[src/rtl/seg7_scan_decoder.sv]
// Recovers hex nibbles from a multiplexed active-low 7-segment bus, filtering scan
// glitches with a per-window stability counter and flagging a full refresh with VALID.
module seg7_scan_decoder #(
  parameter int NUM_DIGITS    = 4,
  parameter int STABLE_CYCLES = 4
) (
  input  logic                      CLOCK_50,
  input  logic                      RESET,
  input  logic [6:0]                SEG,
  input  logic [NUM_DIGITS-1:0]     DIG_EN,
  output logic [4*NUM_DIGITS-1:0]   VALUE,
  output logic [NUM_DIGITS-1:0]     DIG_OK,
  output logic                      VALID,
  output logic                      ERR
);

  localparam logic [7:0] CAP_CNT = 8'(STABLE_CYCLES - 1);

  logic [6:0]            s_seg;
  logic [NUM_DIGITS-1:0] s_en;
  logic [7:0]            cnt;
  logic                  done;
  logic [NUM_DIGITS-1:0] mask;

  logic                  same;
  logic [NUM_DIGITS-1:0] sel;
  logic [3:0]            low_cnt;
  logic                  at_cap;
  logic                  capture;
  logic                  multi;
  logic                  glyph_ok;
  logic [3:0]            glyph_val;
  logic                  blank;
  logic [NUM_DIGITS-1:0] new_mask;
  logic                  mask_full;

  assign same      = ({SEG, DIG_EN} == {s_seg, s_en});
  assign sel       = ~s_en;
  assign at_cap    = (cnt == CAP_CNT);
  assign capture   = at_cap && !done && (low_cnt == 4'd1);
  assign multi     = at_cap && (low_cnt > 4'd1);
  assign blank     = (s_seg == 7'b1111111);
  assign new_mask  = mask | sel;
  assign mask_full = &new_mask;

  always_comb begin
    low_cnt = '0;
    for (int i = 0; i < NUM_DIGITS; i++) begin
      low_cnt = low_cnt + {3'b000, sel[i]};
    end
  end

  // Inverse of the encoder glyph table; anything else is not a hex digit.
  always_comb begin
    glyph_ok  = 1'b1;
    glyph_val = 4'h0;
    case (s_seg)
      7'b1000000: glyph_val = 4'h0;
      7'b1111001: glyph_val = 4'h1;
      7'b0100100: glyph_val = 4'h2;
      7'b0110000: glyph_val = 4'h3;
      7'b0011001: glyph_val = 4'h4;
      7'b0010010: glyph_val = 4'h5;
      7'b0000010: glyph_val = 4'h6;
      7'b1111000: glyph_val = 4'h7;
      7'b0000000: glyph_val = 4'h8;
      7'b0010000: glyph_val = 4'h9;
      7'b0001000: glyph_val = 4'hA;
      7'b0000011: glyph_val = 4'hB;
      7'b1000110: glyph_val = 4'hC;
      7'b0100001: glyph_val = 4'hD;
      7'b0000110: glyph_val = 4'hE;
      7'b0001110: glyph_val = 4'hF;
      default:    glyph_ok  = 1'b0;
    endcase
  end

  always_ff @(posedge CLOCK_50) begin
    if (RESET) begin
      s_seg  <= '1;
      s_en   <= '1;
      cnt    <= '0;
      done   <= 1'b0;
      mask   <= '0;
      VALUE  <= '0;
      DIG_OK <= '0;
      VALID  <= 1'b0;
      ERR    <= 1'b0;
    end else begin
      s_seg <= SEG;
      s_en  <= DIG_EN;
      VALID <= 1'b0;

      if (same) begin
        if (cnt != 8'hFF) cnt <= cnt + 8'd1;
      end else begin
        cnt <= '0;
      end

      if (capture) begin
        done <= 1'b1;
        if (mask_full) begin
          VALID <= 1'b1;
          mask  <= '0;
        end else begin
          mask <= new_mask;
        end
        for (int k = 0; k < NUM_DIGITS; k++) begin
          if (sel[k]) begin
            DIG_OK[k] <= glyph_ok;
            if (glyph_ok) VALUE[4*k +: 4] <= glyph_val;
          end
        end
      end

      // A changed sample starts a new window, even on the edge that captured the old one.
      if (!same) done <= 1'b0;

      if (multi || (capture && !glyph_ok && !blank)) ERR <= 1'b1;
    end
  end

endmodule

[config.mk]
export PLATFORM = sky130hd
export DESIGN_NAME = seg7_scan_decoder
export DESIGN_NICKNAME = d
export VERILOG_FILES = /design/src/rtl/seg7_scan_decoder.sv
export SDC_FILE = /design/constraint.sdc
export NUM_CORES = 1
export LEC_CHECK = 0
export ABC_AREA = 1
export BUFFER_PORTS_ARGS = -buffer_cell sky130_fd_sc_hd__buf_4
export CAP_MARGIN = 10
export CORE_MARGIN = 2
export CORE_UTILIZATION = 32
export CTS_BUF_LIST = sky130_fd_sc_hd__clkbuf_4 sky130_fd_sc_hd__clkbuf_8
export CTS_CLUSTER_SIZE = 12
export DETAILED_ROUTE_END_ITERATION = 10
export GPL_TIMING_DRIVEN = 0
export PLACE_DENSITY = 0.53
export SLEW_MARGIN = 20
export SYNTH_ARGS = -nofsm -noshare
export SYNTH_HDL_FRONTEND = slang
export SYNTH_SLANG_ARGS = --single-unit
[constraint.sdc]
create_clock -name CLOCK_50 -period 3 [get_ports CLOCK_50]
set_input_delay 0.3 -clock CLOCK_50 [delete_from_list [all_inputs] [get_ports CLOCK_50]]
set_output_delay 0.3 -clock CLOCK_50 [all_outputs]
set_load 0.005 [all_outputs]
==> flow_summary.toml <==
[cts]
cts_buffers = 5
cts.htree.levels = 2
cts_hold_buf = 0
clock_latency_ns = 0.31
cts_tree = "built"
cts_resized = 0
clkTransAtPathRegs_ns = 0.10
cts-root-buf = "clkbuf_8"
cts_sinks = 46
cts_setup_buffers = 0
clock_path_buffers = 2

[sta]
clock.fmax_ghz = 0.3761
final.setup.tns_ns = 0
rsz0062_at_grt = "no"
period_share_pct = 88.63
slew_violations = 0
worstMarginPinSlew_ns = 0.6183
period_minus_slack_ns = 2.659
setup_viol = 0
finalHoldViolations = 0
slew-limit-headroom_pct = 58.44
fin_skew_ns = 0.009239

[worst_setup_path]
start_kind = "flop"
crit_arrival_ns = 2.87
r2r_slack_ns = 0.34
cp-end-kind = "flop"
crit_fanout = 6
crit_type = "flop to flop"
worst_ep_required_time_ns = 3.22

[grt]
grtUsageTotal_pct = 13.67
grt_max_degree = 17
grt_pass1_vias = 2056
grt_pass1_wl_um = 9335
antenna_found_initial = 0
globalRouteOverflowTotal = 0

[cells_and_area]
fin_nets = 391
syn2layout_area_growth_pct = 19.26
drive_gt1_share_pct = 28.61
finish.instance_area_um2 = 2920
layout_commonest_cell = "nand2_1"
antenna_cells = 0
layout_common_cells = "nand2_1, dfxtp_1, nor2_1, inv_1, buf_4"

[status]
status = "complete, no violations"

[logic_synthesis]
synth_ff_type = "dfxtp_1"
yosys_register_bits = 46
synth_fp_nets = 350
synth_area_leaders = "dfxtp_1, nand2_1, nor2_1"
synth_area_per_cell_um2 = 7.375
yosys.area.top_type_share_pct = 37.61
synth_edf_count = 0
yosysTopAreaCell = "dfxtp_1"
ys_async_sr_fraction_pct = 0
synthCells = 332
seq_area_frac_synth_pct = 37.61
netlist_area_um2 = 2449
yosysWarnings = 0
synth_cell_types = 33

[pwr]
leakagePower_nw = 1.442
powerDensity_nw_per_um2 = 386.2
peakVddDrop_v = 0.0002045

[routing]
drt_iter0_markers = 110
vias_per_cell = 4.598
drc_errors = 0
drt_wl_total_um = 5443
wl_per_cell_um = 11.51
dr.pass1.iters = 4
vias = 2175
ant_nets = 0

[placement]
gp_congestion = 0.8389
placed_cell_area_um2 = 2828
io_buffers = 34
hpwlAfterDp_um = 4170

[floorplan]
die_h_um = 91.48
rows = 31
core_area_um2 = 7331
start_util_pct = 33.40
die-area_um2 = 8368
pin_count = 35
die_x_um = 91.48

[run]
drv_cap = 0

[min_path]
hold_class = "primary input to flop"
worst max-delay path: stages (launching register included):
cell,delay [ns]
dfxtp_1,0.48
fa_1,0.46
inv_1,0.06
ha_1,0.16
inv_1,0.05
ha_1,0.26
nor4_1,0.31
nand2_2,0.19
nor2_2,0.29
nand2_4,0.12
nor2_1,0.12
nor2_2,0.05
cells in the mapped netlist (3+ instances only):
master and instances:
a21oi_1 19, a21oi_2 4, dfxtp_1 46, ha_1 4, inv_1 40, inv_2 9, nand2_1 64, nand2_2 14
nand2_4 8, nand3_1 16, nand4_1 6, nor2_1 46, nor2_2 12, nor3_1 3, o21ai_0 4, o22ai_1 6
or2_2 5, xor2_1 4
metrics by stage:
| step | power [mW] | setup WS, ns | cells | util, % | hold WS [ns] |
|---|---|---|---|---|---|
| floorplan | 0.7056 | 0.6287 | 332 | - | 0.4013 |
| global placement | 0.7366 | 0.3677 | 465 | 38.57 | 0.4350 |
| detailed placement | 0.7382 | 0.3294 | 465 | 38.57 | 0.4414 |
| CTS | 1.141 | 0.3093 | 473 | 39.84 | 0.1891 |
| global route | 1.177 | 0.1280 | 473 | 39.84 | 0.1924 |
| finish | 1.128 | 0.3412 | 473 | 39.84 | 0.1954 |
sequential cells by signal (all words and copies together) (netlist names):
name    flops
mask        4
cnt         8
VALUE      16
s_en        4
VALID       1
done        1
s_seg       7
ERR         1
DIG_OK      4
report_power, final:
group | total [mW] | internal [mW] | switching (mW)
Clock | 0.404 | 0.167 | 0.237
Sequential | 0.631 | 0.618 | 0.0128
Combinational | 0.0928 | 0.0373 | 0.0555
Total | 1.13 | 0.823 | 0.305
layer usage:
metal	part of all wire (%)	vias to the layer above	track usage (%)
met4	1.5	0	4.545
met2	46	55	22.55
li1	-	1126	-
met1	48	984	17.98
met3	4.8	10	2.407
met5	0	-	0
final cells by class:
cell class	instances	area, um2
buffer	4	33.78
clock buffer	5	68.82
clock inverter	3	23.77
fill	761	4410
inverter	50	187.7
multi-input combinational	232	1306
sequential	46	920.9
tap	99	123.9
timing repair buffer	34	255.2
worst paths after layout:
kind,from,depth (start not counted),to
setup / recovery,s_en[3]$_SDFF_PP1_,11,VALUE[1]$_SDFFE_PP0P_
hold / removal,SEG[6],2,s_seg[6]$_SDFF_PP1_
setup reg to reg,s_en[3]$_SDFF_PP1_,11,VALUE[1]$_SDFFE_PP0P_
hold reg to reg,mask[0]$_SDFFE_PP0P_,2,mask[0]$_SDFFE_PP0P_
cells by family (layout without fill, tap and decap cells):
group	Yosys count	in the layout	synth area share, %
AOI/OAI and AO/OA	35	35	8.380
and+or+nand+nor	187	187	40.32
buffers and inverters	54	96	9.044
adders and majority gates	5	5	2.862
DFF	46	46	37.61
xor gates and xnor gates	5	5	1.788
Power figures use the tool's default switching activity.
